**src/rtl/rtc_sched_pkg.sv**
```systemverilog
// Shared widths, timestamp/entry payloads and FSM encoding for the RTC trigger scheduler.
// RTC_SCHED_LATE_DROP_EN adds a per-entry late flag to the queued payload.
package rtc_sched_pkg;

    localparam int unsigned SEC_W  = 32;
    localparam int unsigned NSEC_W = 30;

    typedef struct packed {
        logic [SEC_W-1:0]  sec;
        logic [NSEC_W-1:0] nsec;
    } rtc_ts_t;

`ifdef RTC_SCHED_LATE_DROP_EN
    typedef struct packed {
        rtc_ts_t ts;
        logic    late;
    } rtc_entry_t;
`else
    typedef struct packed {
        rtc_ts_t ts;
    } rtc_entry_t;
`endif

    typedef enum logic [1:0] {
        ST_IDLE  = 2'd0,
        ST_WAIT  = 2'd1,
        ST_PULSE = 2'd2
    } rtc_state_e;

    // Plain 62-bit magnitude compare; nsec >= 10^9 is not treated specially.
    function automatic logic ts_ge(input rtc_ts_t a, input rtc_ts_t b);
        return {a.sec, a.nsec} >= {b.sec, b.nsec};
    endfunction

endpackage

```
**src/rtl/rtc_sched_fifo.sv**
```systemverilog
// Register-based first-word-fall-through event queue with occupancy count.
module rtc_sched_fifo #(
    parameter int unsigned DEPTH = 4,
    parameter int unsigned W     = 62
) (
    input  logic                       clk,
    input  logic                       rst_n,
    input  logic                       push,
    input  logic [W-1:0]               push_data,
    input  logic                       pop,
    input  logic                       flush,
    output logic [W-1:0]               head_c,
    output logic [$clog2(DEPTH):0]     count
);

    localparam int unsigned AW = $clog2(DEPTH);
    localparam int unsigned CW = AW + 1;

    logic [W-1:0]  mem [DEPTH];
    logic [AW-1:0] rd_ptr;
    logic [AW-1:0] wr_ptr;
    logic          do_push;
    logic          do_pop;

    assign do_push = push && (count != CW'(DEPTH)) && !flush;
    assign do_pop  = pop && (count != '0) && !flush;
    assign head_c  = mem[rd_ptr];

    // Storage needs no reset: an empty count makes stale words unreachable.
    always_ff @(posedge clk) begin
        if (do_push) begin
            mem[wr_ptr] <= push_data;
        end
    end

    always_ff @(posedge clk or negedge rst_n) begin
        if (!rst_n) begin
            rd_ptr <= '0;
            wr_ptr <= '0;
            count  <= '0;
        end else if (flush) begin
            rd_ptr <= '0;
            wr_ptr <= '0;
            count  <= '0;
        end else begin
            if (do_push) begin
                wr_ptr <= wr_ptr + AW'(1);
            end
            if (do_pop) begin
                rd_ptr <= rd_ptr + AW'(1);
            end
            case ({do_push, do_pop})
                2'b10:   count <= count + CW'(1);
                2'b01:   count <= count - CW'(1);
                default: count <= count;
            endcase
        end
    end

endmodule

```
**src/rtl/rtc_trig_sched.sv**
```systemverilog
// Fires a fixed-width trigger pulse when the RTC reaches each queued event time, in FIFO order.
// Define RTC_SCHED_LATE_DROP_EN to drop events already late at acceptance and flag late_err.
module rtc_trig_sched
    import rtc_sched_pkg::*;
#(
    parameter int unsigned DEPTH        = 4,
    parameter int unsigned PULSE_CYCLES = 8
) (
    input  logic                   aclk,
    input  logic                   aresetn,
    input  logic [SEC_W-1:0]       rtc_sec,
    input  logic [NSEC_W-1:0]      rtc_nsec,
    input  logic [SEC_W-1:0]       s_evt_sec,
    input  logic [NSEC_W-1:0]      s_evt_nsec,
    input  logic                   s_evt_valid,
    output logic                   s_evt_ready,
    input  logic                   flush,
    output logic                   trig_out,
    output logic [$clog2(DEPTH):0] evt_count,
    output logic                   late_err,
    output logic                   busy
);

    localparam int unsigned CW         = $clog2(DEPTH) + 1;
    localparam logic [7:0]  PULSE_LAST = 8'(PULSE_CYCLES - 1);

    rtc_state_e state;
    rtc_state_e state_nxt;
    logic [7:0] pulse_cnt;
    logic [7:0] cnt_nxt;
    logic       trig_nxt;
    logic       push;
    logic       pop;
    logic       time_reached;
    rtc_ts_t    rtc_now;
    rtc_ts_t    evt_req;
    rtc_entry_t push_entry;
    rtc_entry_t head_entry;

    assign rtc_now      = '{sec: rtc_sec, nsec: rtc_nsec};
    assign evt_req      = '{sec: s_evt_sec, nsec: s_evt_nsec};
    assign s_evt_ready  = (evt_count != CW'(DEPTH)) && !flush;
    assign push         = s_evt_valid && s_evt_ready;
    assign time_reached = ts_ge(rtc_now, head_entry.ts);

    assign push_entry.ts = evt_req;
`ifdef RTC_SCHED_LATE_DROP_EN
    logic late_nxt;
    assign push_entry.late = ts_ge(rtc_now, evt_req);
`endif

    rtc_sched_fifo #(
        .DEPTH (DEPTH),
        .W     ($bits(rtc_entry_t))
    ) u_fifo (
        .clk       (aclk),
        .rst_n     (aresetn),
        .push      (push),
        .push_data (push_entry),
        .pop       (pop),
        .flush     (flush),
        .head_c    (head_entry),
        .count     (evt_count)
    );

    // Next state, pop strobe and registered-output next values.
    always_comb begin
        state_nxt = state;
        trig_nxt  = trig_out;
        cnt_nxt   = pulse_cnt;
        pop       = 1'b0;
`ifdef RTC_SCHED_LATE_DROP_EN
        late_nxt  = 1'b0;
`endif
        if (flush) begin
            state_nxt = ST_IDLE;
            trig_nxt  = 1'b0;
            cnt_nxt   = '0;
        end else begin
            case (state)
                ST_IDLE: begin
                    if (evt_count != '0) begin
                        state_nxt = ST_WAIT;
                    end
                end
                ST_WAIT: begin
                    if (evt_count == '0) begin
                        state_nxt = ST_IDLE;
                    end
`ifdef RTC_SCHED_LATE_DROP_EN
                    // Skip a cycle between drops so back-to-back late entries give distinct pulses.
                    else if (head_entry.late) begin
                        if (!late_err) begin
                            pop      = 1'b1;
                            late_nxt = 1'b1;
                        end
                    end
`endif
                    else if (time_reached) begin
                        pop       = 1'b1;
                        trig_nxt  = 1'b1;
                        cnt_nxt   = '0;
                        state_nxt = ST_PULSE;
                    end
                end
                ST_PULSE: begin
                    if (pulse_cnt == PULSE_LAST) begin
                        trig_nxt  = 1'b0;
                        cnt_nxt   = '0;
                        state_nxt = (evt_count != '0) ? ST_WAIT : ST_IDLE;
                    end else begin
                        cnt_nxt = pulse_cnt + 8'd1;
                    end
                end
                default: begin
                    state_nxt = ST_IDLE;
                    trig_nxt  = 1'b0;
                    cnt_nxt   = '0;
                end
            endcase
        end
    end

    always_ff @(posedge aclk or negedge aresetn) begin
        if (!aresetn) begin
            state     <= ST_IDLE;
            trig_out  <= 1'b0;
            busy      <= 1'b0;
            pulse_cnt <= '0;
        end else begin
            state     <= state_nxt;
            trig_out  <= trig_nxt;
            busy      <= (state_nxt != ST_IDLE);
            pulse_cnt <= cnt_nxt;
        end
    end

`ifdef RTC_SCHED_LATE_DROP_EN
    always_ff @(posedge aclk or negedge aresetn) begin
        if (!aresetn) begin
            late_err <= 1'b0;
        end else begin
            late_err <= late_nxt;
        end
    end
`else
    assign late_err = 1'b0;
`endif

endmodule

```
**config.mk**
```make
export PLATFORM = sky130hd
export DESIGN_NAME = rtc_trig_sched
export DESIGN_NICKNAME = d
export VERILOG_FILES = /design/src/rtl/rtc_sched_pkg.sv /design/src/rtl/rtc_sched_fifo.sv /design/src/rtl/rtc_trig_sched.sv
export SDC_FILE = /design/constraint.sdc
export NUM_CORES = 1
export LEC_CHECK = 0
export ABC_AREA = 0
export ABC_CLOCK_PERIOD_IN_PS = 9200
export BUFFER_PORTS_ARGS = -buffer_cell sky130_fd_sc_hd__buf_2
export CORE_ASPECT_RATIO = 1.25
export CORE_UTILIZATION = 30
export CTS_BUF_LIST = sky130_fd_sc_hd__clkbuf_2
export CTS_CLUSTER_SIZE = 30
export DETAILED_ROUTE_END_ITERATION = 12
export PLACE_DENSITY = 0.48
export SETUP_SLACK_MARGIN = 0.1
export SLEW_MARGIN = 20
export SYNTH_ARGS = -nofsm -noshare
export SYNTH_HDL_FRONTEND = slang
export SYNTH_SLANG_ARGS = --single-unit
```
**constraint.sdc**
```tcl
create_clock -name aclk -period 9.2 [get_ports aclk]
set_input_delay 0.92 -clock aclk [delete_from_list [all_inputs] [get_ports aclk]]
set_output_delay 0.92 -clock aclk [all_outputs]
set_load 0.03 [all_outputs]
```
Word-level counts from Yosys, hierarchy flattened

Memories as Yosys holds them, arrays and structs flattened.
Cells that the tools add are included.

Bits in registers: 19
RAM bits: 248
Input port bits: 128
Memories kept: 1

Add/sub/neg operators: 5
Order comparisons: 1
Equal/unequal tests: 10
Mux-type cells: 29
Reductions and logical operators: 16

Memory list:

| name       | depth | width | read ports | clocked after Yosys merged registers in | wr ports | RTL line             | source |
|---|---|---|---|---|---|---|---|
| u_fifo.mem | 4     | 62    | 1          | 0                                       | 1        | rtc_sched_fifo.sv:19 | `logic [W-1:0] mem [DEPTH];` |

Operators with widths:

| operator                                                               | number |
|---|---|
| 62-bit >= comparator                                                   | 1 |
| 8-bit 2-to-1 mux                                                       | 4 |
| 8-bit case mux with 3 select lines                                     | 1 |
| 2-bit 2-to-1 mux                                                       | 9 |
| 3-bit inequality test (second input constant)                          | 4 |
| 1-bit 2-to-1 mux                                                       | 11 |
| 8-bit by 1-bit adder with 8-bit output (second input constant)         | 1 |
| 8-bit by 3-bit equality test with 1-bit output (second input constant) | 1 |
| 1-bit logical AND                                                      | 6 |
| 2-bit case mux with 3 select lines                                     | 1 |
| 3-bit case mux with 2 select lines                                     | 1 |
| 2-bit nonzero test                                                     | 3 |
| 3-bit nonzero test                                                     | 2 |
| 2-bit by 1-bit adder with 2-bit output (second input constant)         | 2 |
| 2-bit by 1-bit equality test with 1-bit output (second input constant) | 2 |
| 2-bit equality test (second input constant)                            | 2 |
| 4-bit AND reduction                                                    | 1 |
| 3-bit by 1-bit adder with 3-bit output (second input constant)         | 1 |
| 3-bit zero test                                                        | 1 |
| 3-bit 2-to-1 mux                                                       | 1 |
| 1-bit case mux with 3 select lines                                     | 1 |
| 3-bit AND reduction                                                    | 1 |
| 3-bit by 1-bit subtractor with 3-bit output (second input constant)    | 1 |
| 2-bit zero test                                                        | 1 |
| 2 further kinds                                                        | 2 |

Logic depth before layout (Yosys ltp)

An unclocked memory read counts as a cell.

Depth in word-level cells: 11
Gate-level depth with buffers: 18
Mapped depth without buffers: 16

By module

From an unflattened synthesis, not the netlist that was laid out.

Cells, all modules: 684
Area, all modules: 11851.4 µm²

Modules (own cells, without submodules):

| module         | times used | cells each | area each (µm²) | sequential area each (µm²) |
|---|---|---|---|---|
| rtc_sched_fifo | 1          | 390        | 9616.7          | 7622.3 |
| rtc_trig_sched | 1          | 294        | 2234.6          | 300.3 |

Worst setup path after synthesis

No wires, ideal clock.

Path kind: reg2reg
Start point: reg u_fifo.rd_ptr[0]
End point: reg u_fifo.count[2]
Data arrival time: 4.136 ns
Data required time: 9.075 ns
Setup slack: 4.940 ns
Stages on the path, launching flop included: 18
Buffers on the path: 2
Clock period less this slack: 4.260 ns
Cells stage by stage: dfrtp_1 > clkbuf_1 > buf_1 > mux4_2 > ha_1 > nand2b_1 > a21oi_1 > o221ai_1 > a211o_1 > a32oi_2 > nand3_4 > nand2_4 > nor3_1 > fa_1 > nand2_1 > a21oi_1 > a31oi_1 > mux2_2

Cells in the longest elaborated chain, start to end: 11
Elaborated cells between the ends (all ways): 13

RTL lines:

| item                                                                                  | RTL line             | source |
|---|---|---|
| start: declaration                                                                    | rtc_sched_fifo.sv:20 | `logic [AW-1:0] rd_ptr;` |
| start signal: assignment                                                              | rtc_sched_fifo.sv:50 | `rd_ptr <= rd_ptr + AW'(1);` |
| memory read 4 x 62 bit (*)                                                            | -                    |  |
| 62-bit >= comparator (*)                                                              | rtc_sched_pkg.sv:32  | `return {a.sec, a.nsec} >= {b.sec, b.nsec};` |
| 1-bit 2-to-1 mux (*)                                                                  | rtc_trig_sched.sv:99 | `else if (time_reached) begin` |
| 1-bit 2-to-1 mux (*)                                                                  | rtc_trig_sched.sv:87 | `if (evt_count == '0) begin` |
| 1-bit 2-to-1 mux (*)                                                                  | rtc_trig_sched.sv:80 | `case (state)` |
| 1-bit 2-to-1 mux (*)                                                                  | rtc_trig_sched.sv:75 | `if (flush) begin` |
| 1-bit logical AND (*) (2 in series)                                                   | rtc_sched_fifo.sv:26 | `assign do_pop = pop && (count != '0) && !flush;` |
| 2-bit by 1-bit equality test with 1-bit output or 2-bit equality test (tied branches) | rtc_sched_fifo.sv:52 | `case ({do_push, do_pop})` |
| 3-bit case mux with 2 select lines                                                    | rtc_sched_fifo.sv:52 |  |
| 3-bit 2-to-1 mux                                                                      | rtc_sched_fifo.sv:41 | `end else if (flush) begin` |
| end signal: assignment                                                                | rtc_sched_fifo.sv:53 | `2'b10: count <= count + CW'(1);` |
| end signal: assignment                                                                | rtc_sched_fifo.sv:54 | `2'b01: count <= count - CW'(1);` |
| end signal: assignment                                                                | rtc_sched_fifo.sv:55 | `default: count <= count;` |
| end: declaration                                                                      | rtc_sched_fifo.sv:13 | `output logic [$clog2(DEPTH):0] count` |

Mark *: on every way between the ends. The rest lies on a longest branch, timed or not.
A chain may end at the register's enable or synchronous reset.

Final worst setup path

Ends and elaborated chain as after synthesis.

==> metrics.md <==
| Metric | Value |
|---|---|
| Status | finished clean |
| CP most frequent cell | a21oi_1 |
| First-pass GRT wire length | 39.2 mm |
| # setup viols final | 0 |
| Mapped Area | 11600 sq um |
| Max Buffers Root-to-Sink | 3 |
| Vias in the first global route | around 7000 |
| Synth area leaders | edfxtp_1 64%, mux4_2 12%, ha_1 7.2% |
| Antenna violations before repair | 11 |
| Syn Nets | ~860 |
| Synth warn | 0 |
| Peak VDD IR | 0.0000900 V |
| Synth Area per Inst | 17.6 sq um |
| Filler cells | approximately 3800 |
| Initial DRC Count | slightly above 300 |
| Crit path required time | around 10 ns |
| Routed vias | between 6000 and 7000 |
| DR vias/cell | 4.62 |
| RSZ-0062 raised after global routing | no |
| Worst path bufs/invs | 1 |
| Clk sink count | approximately 270 |
| FMAX | about 190 MHz |
| Layout Skew | 0.128 ns |
| Post_cts resized | 0 |
| Site row count | 80 |
| Largest delay share family, worst path | compound AO/OA/AOI/OAI gates |
| Layout cells sized above 1 | 0.374 |
| WS Path Type | flip-flop to flip-flop |
| DRC | 0 |
| Max-cap violations | 0 |
| Die area | 39600 sq um |
| Worst relative slew slack | 0.289 |
| Largest net degree at the start of global routing | 63 |
| Clk_lat worst skew | between 0.9 and 1 ns |
| Io pins | roughly 140 |
| Final-report hold violation count | 0 |
| Placed Instances | about 1300 |
| Starting Density | 0.304 |
| First-pass DRT Iterations | 4 |
| Synth-to-Final Area Change | 16.7% |
| Total gr overflow | 0 |
| Fin crit period | approximately 5 ns |
| CP Max Fanout | 36 |
| Final hold slack | ~0.2 ns |
| PwrDens | ~180 nW/um^2 |
| CP max stage delay | ~0.94 ns |
| CTS tree | yes |
| Floorplan core area | about 38000 sq um |
| Top cell type's share of synthesized area | 0.640 |
| Pleak | between 5 and 6 nW |
| Fin cells | between 1000 and 1500 |
| Crit start category | flip-flop |
| Routability cong. | 0.741 |
| TritonCTS Buffers | 73 |
| All-Layer GR Usage | 0.137 |
| Chip height | about 220 um |
| Worst hold path class | input port to flip-flop |
| H-tree depth | 3 |
| Final Max Tran Viols | 0 |
| Post-synth EDFFs | about 250 |
| Hpwl dp | 16.1 mm |
| Fin util | 0.355 |
| Clock transition at path regs | between 0.1 and 0.15 ns |
| Post-Route WL | 25.8 mm |
| Port bufs | 133 |
| Critical path's slowest cell | dfrtp_4 |
| Cell taking the most area after synthesis | edfxtp_1 |
| Final period utilization | 0.560 |
| Nets | 1052 |
| Crit path cell chain | buf_4, mux4_2, ha_1, nand2b_1, a21oi_1, o221ai_1, a211o_1, a32oi_2, nand3_4, nand2_4, nor3_1, fa_1, nand2_1, a21oi_1, a31oi_1, mux2_2 |
| Cells after synthesis | 661 |
| FF+latch count, synth | ~270 |
| Total Neg Setup Slack | 0 ns |
| DIE WIDTH | 178 um |
| DRT antenna net count | 0 |
| Sequential share of the synthesized area | 0.681 |
| Setup bufs post-CTS | 0 |
| Slew of the pin with the lowest slew margin | 1.07 ns |
| CP arrival | about 5.9 ns |
| CP Capture Type | flip-flop |
| Synth Flop Type | edfxtp_1 |
| Synth cell types | between 50 and 60 |
| Root Buffer | clkbuf_2 |
| WL/cell | between 15 and 20 um |
| Ys async rst share | 0.0712 |
## final cells by class
type | count | area [sq um] | share of cell area
diodes | 2 | 5.00 | 0.000369
clock buffers | 107 | 536 | 0.0395
clock inverters | 21 | 119 | 0.00876
inverters | 65 | 244 | 0.0180
multi-input cells | 308 | 3390 | 0.250
flip-flops and latches | 267 | 7930 | 0.584
well taps | 492 | 616 | 0.0454
repair buffers | 141 | 728 | 0.0537
## metal layers
| metal | GRT usage | share of wire | routed length [um] |
|---|---|---|---|
| met1 | 0.154 | 0.40 | 10400 |
| met2 | 0.233 | 0.51 | 13100 |
| met3 | 0.0425 | 0.064 | 1650 |
| met4 | 0.0670 | 0.025 | 649 |
| met5 | 0 | 0.0033 | 85 |
## worst reg2reg max path: stages (launching register included)
cell and delay, ns:
dfrtp_4 0.94, buf_4 0.68, mux4_2 0.62, ha_1 0.28
nand2b_1 0.14, a21oi_1 0.14, o221ai_1 0.18, a211o_1 0.35
a32oi_2 0.22, nand3_4 0.19, nand2_4 0.15, nor3_1 0.07
fa_1 0.40, nand2_1 0.07, a21oi_1 0.04, a31oi_1 0.18
mux2_2 0.35
## placed cells by master (no fill, tap or decap), types with 3 or more instances in the layout
master	synthesis	layout
edfxtp_1	248	248
buf_2	8	133
clkbuf_2	0	107
ha_1	67	67
inv_1	65	65
mux4_2	62	62
a21oi_1	33	33
nand2_1	23	23
nor2_1	21	21
dfrtp_1	19	17
clkinv_1	0	12
o21ai_0	10	10
nand4_1	10	10
nand3_1	9	9
a21o_1	7	7
buf_4	1	7
nor3_1	4	4
and3_4	0	4
nor2b_1	4	4
o21ai_1	4	4
clkinv_2	0	4
a211oi_1	3	3
nand2b_1	3	3
o31ai_1	3	3
## per-stage QoR
stage | power (mW) | worst slack (ns) | area (sq um)
6_report | 2.38 | 4.05 | 13600
5_1_grt | 2.51 | 3.61 | 13600
4_1_cts | 2.44 | 3.91 | 13600
3_5_place_dp | 1.59 | 3.99 | 12900
3_3_place_gp | 1.59 | 3.84 | 12900
2_1_floorplan | 1.50 | 4.94 | 11600
## sequential cells by signal (all words and copies together), names as in the netlist
signal	count
u_fifo.mem	248
pulse_cnt	8
u_fifo.count	3
state	2
u_fifo.rd_ptr	2
u_fifo.wr_ptr	2
busy	1
trig_out	1
## worst paths after layout
path / from / end / slack (ns) / cells after the start
worst min-delay path: s_evt_sec[17] / u_fifo.mem[3][47]$_DFFE_PP_ / 0.20 / 1
worst max-delay path: u_fifo.rd_ptr[0]$_DFFE_PN0P_ / u_fifo.count[2]$_DFFE_PN0P_ / 4.05 / 16
worst min register to register: pulse_cnt[0]$_DFFE_PN0P_ / pulse_cnt[0]$_DFFE_PN0P_ / 0.54 / 1
worst max register to register: u_fifo.rd_ptr[0]$_DFFE_PN0P_ / u_fifo.count[2]$_DFFE_PN0P_ / 4.05 / 16
min in group asynchronous: aresetn / pulse_cnt[3]$_DFFE_PN0P_ / 0.46 / 2
max in group asynchronous: aresetn / state[0]$_DFF_PN0_ / 8.36 / 2
## where the power goes
part | internal, mW | total (mW) | leakage [nW] | switching (mW)
logic | 0.0759 | 0.181 | 2.17 | 0.105
clock network | 0.340 | 0.828 | 0.506 | 0.488
registers | 1.36 | 1.38 | 2.51 | 0.0110
total | 1.78 | 2.38 | 5.18 | 0.604
## kinds of logic (layout without fill, tap and decap cells)
kind of cell	count (synthesis)	in the layout	synth area share
flip-flops	267	267	0.681
AND/OR/NAND/NOR	95	95	0.0467
buffers and inverters	86	334	0.0289
AO/OA/AOI/OAI	72	72	0.0397
adder cells (fa/ha/maj)	68	68	0.0738
multiplexers	67	67	0.125
XOR/XNOR	5	5	0.00441
other	1	3	0.000322
## cell usage after synthesis, types with 4 or more instances
master,n
ha_1,67
clkbuf_1,9
nand4_1,10
o21ai_1,4
mux4_2,62
nand3_1,9
nor2_1,21
edfxtp_1,248
a21o_1,7
o21ai_0,10
nor3_1,4
nor2b_1,4
inv_1,65
and3_1,6
buf_2,8
a21oi_1,33
dfrtp_1,19
nand2_1,23
## what timing repair did
action                                 4_1_cts  5_1_grt
setup endpoints to repair                    0        0
hold buffers                                 1        0
endpoints found under the hold margin       19        0
Note: power is estimated with default switching activity, not from simulation.
